`src/rtl/cnt_vld_receiver_pkg.sv`:
```
// Shared definitions for the digit-counter stream receiver: FSM state
// encoding, 7-segment patterns for hex digits, and the BCD wrap-counter step.
package cnt_vld_receiver_pkg;

    typedef enum logic [1:0] {
        HUNT  = 2'd0,
        TRACK = 2'd1,
        ERR   = 2'd2
    } state_t;

    // Segment patterns {g,f,e,d,c,b,a}, active-high, for 0..F.
    localparam logic [6:0] SEG_PAT [0:15] = '{
        7'h3F, 7'h06, 7'h5B, 7'h4F, 7'h66, 7'h6D, 7'h7D, 7'h07,
        7'h7F, 7'h6F, 7'h77, 7'h7C, 7'h39, 7'h5E, 7'h79, 7'h71
    };

    // Two-digit BCD increment {tens, ones}; 99 rolls over to 00.
    function automatic logic [7:0] bcd_inc(input logic [7:0] v);
        logic [3:0] ones;
        logic [3:0] tens;
        ones = v[3:0];
        tens = v[7:4];
        if (ones == 4'd9) begin
            ones = 4'd0;
            tens = (tens == 4'd9) ? 4'd0 : tens + 4'd1;
        end else begin
            ones = ones + 4'd1;
        end
        return {tens, ones};
    endfunction

endpackage

```
`src/rtl/cnt_vld_receiver_seg7_decode.sv`:
```
// Hex digit to 7-segment pattern decoder. Only present when SEG7_EN is
// defined; the default build has no display path.
`ifdef SEG7_EN
module seg7_decode
    import cnt_vld_receiver_pkg::*;
(
    input  logic [3:0] hex,
    output logic [6:0] seg
);

    assign seg = SEG_PAT[hex];

endmodule
`endif

```
`src/rtl/cnt_vld_receiver.sv`:
```
// Receive side of the digit counter stream. Locks onto the 0..MAX_VAL
// sequence, flags out-of-sequence samples, counts errors (saturating) and
// completed wraps (two-digit BCD). Optional macro SEG7_EN adds a registered
// 7-segment pattern of the last accepted digit; otherwise seg is 7'h00.
//
// Stream protocol: vld_in qualifies cnt_in at each rising clk edge. There is
// no ready; the receiver consumes every valid sample, back-to-back included.
module cnt_vld_receiver
    import cnt_vld_receiver_pkg::*;
#(
    parameter int MAX_VAL = 9,
    parameter int GAP_MAX = 8,
    parameter int ERR_W   = 8
) (
    input  logic             clk,
    input  logic             rst,
    input  logic [3:0]       cnt_in,
    input  logic             vld_in,
    output logic             locked,
    output logic [3:0]       digit,
    output logic             seq_err,
    output logic [ERR_W-1:0] err_cnt,
    output logic [7:0]       wraps,
    output logic [6:0]       seg,
    output logic [1:0]       state_dbg
);

    localparam logic [3:0]       MAX4     = 4'(MAX_VAL);
    localparam logic [7:0]       GAP_LAST = 8'(GAP_MAX - 1);
    localparam logic [ERR_W-1:0] ERR_ONE  = {{(ERR_W-1){1'b0}}, 1'b1};

    state_t     state;
    logic [3:0] expected;
    logic [7:0] idle_cnt;

    logic sync0;
    logic accept;
    logic mismatch;

    // A valid 0 outside TRACK (re)synchronises; inside TRACK a valid sample
    // either matches the expected value or is a sequence error.
    assign sync0    = vld_in && (cnt_in == 4'd0) && (state != TRACK);
    assign accept   = vld_in && (state == TRACK) && (cnt_in == expected);
    assign mismatch = vld_in && (state == TRACK) && (cnt_in != expected);

    assign state_dbg = state;

    // Sequence tracker: lock, accept/compare, idle timeout, error and wrap tallies.
    always_ff @(posedge clk or negedge rst) begin
        if (!rst) begin
            state    <= HUNT;
            locked   <= 1'b0;
            digit    <= 4'd0;
            expected <= 4'd0;
            idle_cnt <= 8'd0;
            seq_err  <= 1'b0;
            err_cnt  <= '0;
            wraps    <= 8'h00;
        end else begin
            seq_err <= 1'b0;
            case (state)
                HUNT, ERR: begin
                    // First 0 after losing lock is a start point, not a wrap.
                    if (sync0) begin
                        state    <= TRACK;
                        locked   <= 1'b1;
                        digit    <= 4'd0;
                        expected <= 4'd1;
                        idle_cnt <= 8'd0;
                    end
                end
                TRACK: begin
                    if (accept) begin
                        digit    <= cnt_in;
                        expected <= (cnt_in == MAX4) ? 4'd0 : cnt_in + 4'd1;
                        idle_cnt <= 8'd0;
                        if (cnt_in == 4'd0) begin
                            wraps <= bcd_inc(wraps);
                        end
                    end else if (mismatch) begin
                        seq_err  <= 1'b1;
                        state    <= ERR;
                        locked   <= 1'b0;
                        idle_cnt <= 8'd0;
                        if (err_cnt != '1) begin
                            err_cnt <= err_cnt + ERR_ONE;
                        end
                    end else if (idle_cnt == GAP_LAST) begin
                        // GAP_MAX-th consecutive idle cycle: give up the lock.
                        state    <= HUNT;
                        locked   <= 1'b0;
                        idle_cnt <= 8'd0;
                    end else begin
                        idle_cnt <= idle_cnt + 8'd1;
                    end
                end
                default: begin
                    state  <= HUNT;
                    locked <= 1'b0;
                end
            endcase
        end
    end

`ifdef SEG7_EN
    logic [6:0] seg_dec;

    // Decode the incoming sample so the pattern is loaded in the same edge
    // as digit and stays aligned with it.
    seg7_decode u_seg7_decode (
        .hex (cnt_in),
        .seg (seg_dec)
    );

    // Display register follows every digit load.
    always_ff @(posedge clk or negedge rst) begin
        if (!rst) begin
            seg <= SEG_PAT[0];
        end else if (sync0 || accept) begin
            seg <= seg_dec;
        end
    end
`else
    assign seg = 7'h00;
`endif

endmodule
```
`config.mk`:
```
export PLATFORM = sky130hd
export DESIGN_NAME = cnt_vld_receiver
export DESIGN_NICKNAME = d
export VERILOG_FILES = /design/src/rtl/cnt_vld_receiver_pkg.sv /design/src/rtl/cnt_vld_receiver_seg7_decode.sv /design/src/rtl/cnt_vld_receiver.sv
export SDC_FILE = /design/constraint.sdc
export NUM_CORES = 1
export LEC_CHECK = 0
export BUFFER_PORTS_ARGS = -buffer_cell sky130_fd_sc_hd__buf_2
export CAP_MARGIN = 20
export CORE_AREA = 2 2 67 69
export DETAILED_ROUTE_END_ITERATION = 8
export DIE_AREA = 0 0 69 71
export PLACE_DENSITY = 0.69
export SLEW_MARGIN = 10
export SYNTH_ARGS = -nofsm -noshare
export SYNTH_HDL_FRONTEND = slang
export SYNTH_SLANG_ARGS = --single-unit
```
`constraint.sdc`:
```
create_clock -name clk -period 3.6 [get_ports clk]
set_input_delay 0.18 -clock clk [delete_from_list [all_inputs] [get_ports clk]]
set_output_delay 0.18 -clock clk [all_outputs]
set_load 0.02 [all_outputs]
```
==> results.py, run 1 <==
metrics = {
    "setup_path": {
        "slowest_stage": "nor4_4",
        "worst_r2r_path_depth": 4,
        "path_buf_inv": 0,
        "crit_fanout": 15,
        "cpLargestDelayFamily": "simple AND/OR/NAND/NOR gates",
        "critPathKind": "register to register",
        "rr_startpoint": "expected[1]",
        "path_cells": "xor2_2 > nor4_4 > and2_1 > mux2i_1",
        "critical_path_depth": 4,
        "crit_path_end_kind": "register",
        "reg2reg_slack_ns": 1.54,
        "cp.required_ns": 3.81,
        "critPathArrivalTime_ns": 2.27,
        "timing.rr.end": "expected[3]",
        "cp_slowest_stage_delay_ns": 0.74,
        "start_kind": "register",
    },
    "synth": {
        "synth_compound_area_share_pct": 10.9,
        "synth_ff_type": "dfrtp_1",
        "synth_xor_area_share_pct": 8.78,
        "ys_ff_latch": 36,
        "ys_types": 48,
        "synthSimpleGateAreaFrac_pct": 22.9,
        "yosys.area_share.adder_pct": 3.07,
        "synth_cells": 199,
        "syn_avg_cell_area_um2": 10.2,
        "synth_mux_area_share_pct": 4.42,
        "synth_top_family_by_area": "simple AND/OR/NAND/NOR gates",
        "synth-edff-count": 0,
        "synth_area_um2": 2040,
        "yosysSeqAreaShare_pct": 44.2,
        "synth_warnings": 0,
        "async_flop_share_pct": 100,
    },
    "pwr": {
        "powerDensity_nw_per_um2": 421,
        "finalPower_uw": 963,
        "peakVddDrop_uv": 210,
        "leakagePower_nw": 1.09,
    },
    "floorplan": {
        "io_pins": 38,
        "core-area_um2": 4200,
        "dieHeight_um": 71,
        "initial_core_util_pct": 48.5,
        "dieWidth_um": 69,
        "std_cell_rows": 24,
        "die-area_um2": 4900,
    },
    "final_layout": {
        "layout-drive-gt1-share_pct": 22.3,
        "final_common_cell": "dfrtp_1",
        "diodes": 0,
        "post-route-util_pct": 54.5,
        "final_cell_mix": "dfrtp_1 (36), buf_2 (30), nand2_1 (20)",
        "design_area_um2": 2290,
        "area_delta_synth_final_pct": 12.4,
        "nets": 240,
    },
    "clock_tree": {
        "clk_latency_ns": 0.29,
        "cts_root_buf": "clkbuf_8",
        "htreeDepth": 2,
        "cts_tree": "built",
        "clk_path_buf_depth": 2,
        "postCtsHoldBufs": 0,
        "path_clk_slew_ns": 0.07,
        "cts_inserted_buffers": 5,
        "cts_setup_buffers": 0,
        "ctsResizeCount": 0,
        "clkSinkCount": 36,
    },
    "route": {
        "drt-total-wl_mm": 3.73,
        "firstDrtPassIters": 4,
        "antenna_left": 0,
        "num_vias": 1492,
        "drc": 0,
        "vias_per_cell": 5.31,
        "drt_iter0_drc": 119,
        "post_drt_wl_per_cell_um": 13.3,
    },
    "grt": {
        "grt_pass1_vias": 1398,
        "grt_overflow": 0,
        "grt.total_usage_pct": 16.8,
        "grt_max_degree": 37,
        "grt_pass1_wl_mm": 6.57,
        "antenna_found_initial": 0,
    },
    "sta": {
        "holdWs_ns": -0.0252,
        "finalSetupViolCount": 0,
        "min_period_ns": 2.06,
        "final-hold-violation-count": 36,
        "fmax_mhz": 486,
        "max_slew_margin_pct": 46.6,
        "setup_slack_ns": 1.54,
        "tightest_slew_ns": 0.801,
        "post-route-period-util_pct": 57.1,
        "clock_skew_ns": 0.00454,
        "setup-tns-final_ns": 0,
        "rsz0062_at_grt": "no",
        "slew_viol_final": 0,
    },
    "status": {
        "violations": "hold timing",
        "outcome": "complete, but fails checks",
    },
    "placement": {
        "port-buffer-count": 30,
        "gp_congestion": 0.761,
        "place_area_um2": 2180,
        "dp_hpwl_mm": 2.66,
        "dpl_worst_slack_ns": 1.56,
    },
    "run": {
        "cap_viol_max_count": 0,
    },
    "worst_hold_path": {
        "hp-class": "primary input to asynchronous set/reset pin",
    },
}
==> metrics by stage <==
stage	hold slack, ns	cells
finish	-0.0252	281
global route	0.0388	281
CTS	0.00800	281
detailed placement	0.319	273
global placement	0.311	273
floorplan	-0.116	205
==> how the worst max path moves through the flow <==
| stage | start | endpoint | slack, ns |
|---|---|---|---|
| 2_1_floorplan | expected[1] | err_cnt[1] | 1.95 |
| 3_3_place_gp | expected[1] | digit[0] | 1.61 |
| 3_5_place_dp | expected[1] | expected[3] | 1.56 |
| 4_1_cts | expected[1] | expected[3] | 1.56 |
| 5_1_grt | expected[1] | digit[0] | 1.36 |
| 6_report | expected[1] | expected[3] | 1.54 |
==> cells in the mapped netlist, types with 2 or more instances <==
master / count / area [um^2]
a211oi_1: 2 / 15.0
inv_1: 5 / 18.8
and3b_1: 2 / 17.5
nand4_1: 5 / 31.3
a21oi_1: 6 / 30.0
nor2_1: 7 / 26.3
nor2b_1: 5 / 31.3
nor3b_1: 2 / 15.0
nand2b_1: 3 / 18.8
buf_4: 7 / 52.6
buf_2: 5 / 25.0
mux2i_1: 3 / 30.0
a22o_1: 4 / 35.0
o31ai_1: 2 / 15.0
nand3_1: 17 / 85.1
a31oi_1: 2 / 12.5
dfrtp_1: 36 / 901
and3_1: 4 / 25.0
nor4_1: 3 / 18.8
mux2_1: 2 / 22.5
mux2_2: 2 / 22.5
xnor2_1: 6 / 52.6
xor2_1: 7 / 61.3
xor2_2: 4 / 65.1
nor3_1: 2 / 10.0
o21ai_0: 10 / 50.1
nand3b_1: 2 / 15.0
ha_1: 5 / 62.6
nand2_1: 20 / 75.1
==> sequential cells by signal, summed over array words and instances (netlist names) <==
name,count
seq_err,1
err_cnt,8
digit,4
locked,1
idle_cnt,8
state_dbg,2
expected,4
wraps,8
==> power by group <==
| part | switching, mW | total [mW] | leakage [nW] | internal, mW |
|---|---|---|---|---|
| Clock | 0.145 | 0.351 | 0.0552 | 0.205 |
| Sequential | 0.0289 | 0.462 | 0.483 | 0.433 |
| Combinational | 0.0952 | 0.150 | 0.557 | 0.0550 |
==> final cells by class <==
| class | instances | area (um^2) |
|---|---|---|
| Timing Repair Buffer | 30 | 150 |
| Fill cell | 407 | 1910 |
| Sequential cell | 36 | 901 |
| Clock inverter | 2 | 35.0 |
| Tap cell | 52 | 65.1 |
| Clock buffer | 6 | 72.6 |
| Multi-Input combinational cell | 150 | 1050 |
| Inverter | 5 | 18.8 |
==> worst reg2reg max path, cell delays in order, from the launching register on <==
cell and delay [ns]:
dfrtp_1 0.41, xor2_2 0.20, nor4_4 0.74, and2_1 0.42, mux2i_1 0.22
==> per-layer routing <==
layer  GRT usage (%)  share of wire (%)  vias up
met5               0                  0        -
met4            7.19                1.9        0
met3            4.27                5.5        7
met2            24.4                 45       37
met1            23.9                 47      704
li1                -                  -      744
==> logic make-up after synthesis <==
| group | Yosys count |
|---|---|
| buf+inv | 19 |
| fa+ha+maj | 5 |
| xor+xnor | 17 |
| compound gates | 32 |
| other cells | 1 |
| flops | 36 |
| mux | 8 |
| simple gates | 81 |
Power figures use the tool's default switching activity.
==> run 2, diff against run 1 <==
==> constraint.sdc (replaced) <==
create_clock -name clk -period 2 [get_ports clk]
set_input_delay 0.1 -clock clk [delete_from_list [all_inputs] [get_ports clk]]
set_output_delay 0.1 -clock clk [all_outputs]
set_load 0.02 [all_outputs]
==> results.py, run 2 (same netlist as run 1, synthesis figures left out) <==
metrics = {
    "worst_hold_path": {
        "hold_depth": 3,
        "hp-class": "primary input to register",
    },
    "setup_path": {
        "crit_fanout": 8,
        "crit_path_end_kind": "register",
        "cp.required_ns": 2.17,
        "start_kind": "register",
        "critPathArrivalTime_ns": 1.98,
        "worst_r2r_path_depth": 4,
        "critPathKind": "register to register",
    },
    "placement": {
        "port-buffer-count": 30,
        "dp_hpwl_mm": 2.81,
        "gp_congestion": 0.797,
    },
    "route": {
        "post_drt_wl_per_cell_um": 13.8,
        "firstDrtPassIters": 4,
        "vias_per_cell": 5.35,
        "drt-total-wl_mm": 3.97,
        "antenna_left": 0,
        "num_vias": 1540,
        "drc": 0,
        "drt_iter0_drc": 110,
    },
    "pwr": {
        "peakVddDrop_uv": 470,
        "pwr-share-comb_pct": 16.9,
        "p_sw_uw": 479,
        "p_clk_share_pct": 32.5,
        "internal_power_mw": 1.17,
        "leakagePower_nw": 1.12,
        "powerDensity_nw_per_um2": 707,
        "power_frac_seq_pct": 50.6,
        "p_sw_share_pct": 29.1,
    },
    "sta": {
        "min_period_ns": 1.81,
        "rsz0062_at_grt": "no",
        "post-route-period-util_pct": 90.6,
        "final-hold-violation-count": 0,
        "tightest_slew_ns": 0.811,
        "clock_skew_ns": 0.00446,
        "slew_viol_final": 0,
        "finalSetupViolCount": 0,
        "holdWs_ns": 0.0956,
        "max_slew_margin_pct": 45.9,
        "setup-tns-final_ns": 0,
        "fmax_mhz": 552,
    },
    "final_layout": {
        "post-route-util_pct": 55.4,
        "nets": 247,
        "final_common_cell": "dfrtp_1",
        "layout-drive-gt1-share_pct": 23.7,
        "diodes": 0,
        "final_cell_mix": "dfrtp_1 (36), buf_2 (30), nand2_1 (20)",
        "top_regs": "err_cnt (8), idle_cnt (8), wraps (8)",
        "area_delta_synth_final_pct": 14.3,
    },
    "clock_tree": {
        "clk_path_buf_depth": 2,
        "cts_root_buf": "clkbuf_8",
        "htreeDepth": 2,
        "cts_tree": "built",
        "clkSinkCount": 36,
        "cts_setup_buffers": 0,
        "clk_latency_ns": 0.28,
        "cts_inserted_buffers": 5,
        "path_clk_slew_ns": 0.07,
        "ctsResizeCount": 0,
        "postCtsHoldBufs": 1,
    },
    "floorplan": {
        "initial_core_util_pct": 48.5,
        "core-area_um2": 4200,
        "dieHeight_um": 71,
        "io_pins": 38,
        "dieWidth_um": 69,
        "std_cell_rows": 24,
        "die-area_um2": 4900,
    },
    "status": {
        "outcome": "completed",
    },
    "grt": {
        "grt_max_degree": 37,
        "antenna_found_initial": 0,
        "grt.total_usage_pct": 17.5,
        "grt_pass1_vias": 1513,
        "grt_pass1_wl_mm": 6.93,
        "grt_overflow": 0,
    },
    "run": {
        "cap_viol_max_count": 0,
    },
}
==> run 2: power groups by stage <==
stage / logic (mW) / registers (mW) / clock network [mW]
2_1_floorplan: 0.156 / 0.883 / 0
3_3_place_gp: 0.275 / 0.848 / 0
3_5_place_dp: 0.278 / 0.848 / 0
5_1_grt: 0.309 / 0.841 / 0.582
4_1_cts: 0.281 / 0.834 / 0.553
6_report: 0.278 / 0.834 / 0.535
==> run 2: cell type report <==
| cell class | count | area, um^2 |
|---|---|---|
| Sequential cell | 36 | 901 |
| Fill cell | 372 | 1880 |
| Multi-Input combinational cell | 150 | 1050 |
| Inverter | 5 | 18.8 |
| Clock buffer | 8 | 90.1 |
| Timing Repair Buffer | 37 | 205 |
| Tap cell | 52 | 65.1 |
==> run 2: per-stage QoR <==
step                      std cells  power, mW  setup slack, ns  instance area (um^2)
after floorplan                 205       1.04            0.353                  2060
after global placement          279       1.12            0.258                  2230
after detailed placement        279       1.13            0.224                  2230
after CTS                       288       1.67            0.186                  2330
after global routing            288       1.73            0.117                  2330
final                           288       1.65            0.187                  2330
==> run 2: worst paths after layout <==
| kind | start | endpoint | slack, ns |
|---|---|---|---|
| worst max-delay path | expected[1] | err_cnt[1] | 0.19 |
| worst min-delay path | vld_in | state_dbg[0] | 0.1 |
| worst max register to register | expected[1] | err_cnt[1] | 0.19 |
| worst min register to register | err_cnt[5] | err_cnt[5] | 0.52 |
| max in group asynchronous | rst | wraps[7] | 1.03 |
| min in group asynchronous | rst | idle_cnt[2] | 0.46 |
==> run 2: worst max-delay path, cell delays in order (launching register included) <==
cell and delay (ns):
dfrtp_1 0.41, xor2_2 0.20, o41ai_4 0.65, nor2_2 0.13, mux2_4 0.32
==> run 2: metal layers <==
layer  vias to the layer above  routed length [um]  GRT usage [%]
met5                         -                   0              0
met4                         0                  36           5.45
met3                         5                 131           4.27
met2                        26                1940           27.1
met1                       751                1860           24.3
li1                        758                   -              -
==> run 3, diff against run 2 <==
--- a/config.mk
+++ b/config.mk
@@ -5,12 +5,14 @@
 export SDC_FILE = /design/constraint.sdc
 export NUM_CORES = 1
 export LEC_CHECK = 0
+export ABC_CLOCK_PERIOD_IN_PS = 2000
 export BUFFER_PORTS_ARGS = -buffer_cell sky130_fd_sc_hd__buf_2
 export CAP_MARGIN = 20
-export CORE_AREA = 2 2 67 69
+export CORE_AREA = 2 2 71 73
 export DETAILED_ROUTE_END_ITERATION = 8
-export DIE_AREA = 0 0 69 71
-export PLACE_DENSITY = 0.69
+export DIE_AREA = 0 0 73 75
+export PLACE_DENSITY = 0.62
+export REMOVE_ABC_BUFFERS = 1
 export SLEW_MARGIN = 10
 export SYNTH_ARGS = -nofsm -noshare
 export SYNTH_HDL_FRONTEND = slang
==> results.py, run 3 (same netlist as run 1, synthesis figures left out) <==
metrics = {
    "status": {
        "outcome": "completed",
    },
    "run": {
        "cap_viol_max_count": 0,
    },
    "route": {
        "firstDrtPassIters": 4,
        "drt_iter0_drc": 48,
        "vias_per_cell": 5.17,
        "post_drt_wl_per_cell_um": 13.4,
        "drc": 0,
        "drt-total-wl_mm": 3.89,
        "antenna_left": 0,
        "num_vias": 1504,
    },
    "final_layout": {
        "diodes": 0,
        "final_cell_mix": "dfrtp_1 (36), buf_2 (30), nand2_1 (20)",
        "layout-drive-gt1-share_pct": 24.9,
        "final_common_cell": "dfrtp_1",
        "area_delta_synth_final_pct": 14.6,
        "top_regs": "err_cnt (8), idle_cnt (8), wraps (8)",
        "nets": 248,
    },
    "pwr": {
        "powerDensity_nw_per_um2": 698,
        "peakVddDrop_uv": 254,
        "leakagePower_nw": 1.13,
    },
    "floorplan": {
        "initial_core_util_pct": 43.7,
        "die-area_um2": 5480,
        "dieWidth_um": 73,
        "std_cell_rows": 25,
        "dieHeight_um": 75,
        "io_pins": 38,
        "core-area_um2": 4660,
    },
    "sta": {
        "setup_slack_ns": 0.301,
        "rsz0062_at_grt": "no",
        "clock_skew_ns": 0.0119,
        "slew_viol_final": 0,
        "tightest_slew_ns": 0.789,
        "setup-tns-final_ns": 0,
        "finalSetupViolCount": 0,
        "min_period_ns": 1.70,
        "fmax_mhz": 589,
        "final-hold-violation-count": 0,
        "post-route-period-util_pct": 84.9,
        "max_slew_margin_pct": 47.4,
    },
    "clock_tree": {
        "htreeDepth": 2,
        "cts_root_buf": "clkbuf_8",
        "cts_tree": "built",
        "path_clk_slew_ns": 0.08,
        "cts_setup_buffers": 0,
        "cts_inserted_buffers": 5,
        "clk_path_buf_depth": 2,
        "postCtsHoldBufs": 1,
        "clk_latency_ns": 0.29,
        "ctsResizeCount": 0,
        "clkSinkCount": 36,
    },
    "setup_path": {
        "start_kind": "register",
        "crit_fanout": 3,
        "path_cells": "xor2_2 > or4_1 > o31ai_1 > o211ai_1",
        "cp_slowest_stage_delay_ns": 0.61,
        "worstSetupStartpoint": "expected[1]",
        "critPathArrivalTime_ns": 1.87,
        "path_buf_inv": 0,
        "crit_path_end_kind": "register",
        "cp.required_ns": 2.17,
        "slowest_stage": "or4_1",
        "rr_startpoint": "expected[1]",
        "reg2reg_slack_ns": 0.30,
        "cpLargestDelayFamily": "simple AND/OR/NAND/NOR gates",
        "critPathKind": "register to register",
    },
    "grt": {
        "antenna_found_initial": 0,
        "grt_pass1_wl_mm": 6.51,
        "grt_pass1_vias": 1375,
        "grt.total_usage_pct": 15.9,
        "grt_overflow": 0,
        "grt_max_degree": 37,
    },
    "placement": {
        "gp_congestion": 0.765,
        "dpl_worst_slack_ns": 0.281,
        "dp_hpwl_mm": 2.75,
        "port-buffer-count": 30,
    },
    "worst_hold_path": {
        "hp-class": "primary input to register",
        "hold_start": "vld_in",
    },
}
## run 3: metrics by stage
stage / area [um^2] / total power, mW / instances / hold slack [ns] / util (%)
global route: 2330 / 1.73 / 291 / 0.0923 / 50.1
finish: 2330 / 1.63 / 291 / 0.0908 / 50.1
floorplan: 1970 / 1.02 / 191 / -0.196 / -
detailed placement: 2240 / 1.13 / 282 / 0.242 / 48.0
CTS: 2330 / 1.66 / 291 / 0.0778 / 50.1
global placement: 2240 / 1.13 / 282 / 0.253 / 48.0
## run 3: path summary, 6_finish.rpt
kind,to,cells past startpoint
max,wraps[3],4
min,state_dbg[0],3
max reg2reg,wraps[3],4
min reg2reg,err_cnt[7],1
max in group asynchronous,locked,2
min in group asynchronous,wraps[4],2
## run 3: area by class of cell
cell class	count	area, um^2
clock inverters	3	18.8
well taps	54	67.6
inverters	5	18.8
fillers	451	2330
clock buffers	5	68.8
multi-input cells	150	1050
flip-flops and latches	36	901
repair buffers	38	213
## run 3: report_power, final
| group | total (mW) | leakage (nW) | switching, mW | internal [mW] |
|---|---|---|---|---|
| Clock | 0.519 | 0.0479 | 0.276 | 0.243 |
| Combinational | 0.280 | 0.597 | 0.173 | 0.106 |
| Sequential | 0.832 | 0.483 | 0.0524 | 0.780 |
## run 3: worst min-delay path: cells and delay by family
family / cells / cell delay (ns)
AO/OA/AOI/OAI: 1 / 0.07
buffers and inverters: 2 / 0.17
## run 3: per-layer routing
| layer | vias to the layer above | track usage, % | share of wire [%] |
|---|---|---|---|
| li1 | 762 | - | - |
| met1 | 707 | 21.1 | 50 |
| met2 | 28 | 24.1 | 45 |
| met3 | 7 | 4.02 | 3.1 |
| met4 | 0 | 8.02 | 2.2 |
| met5 | - | 0 | 0 |
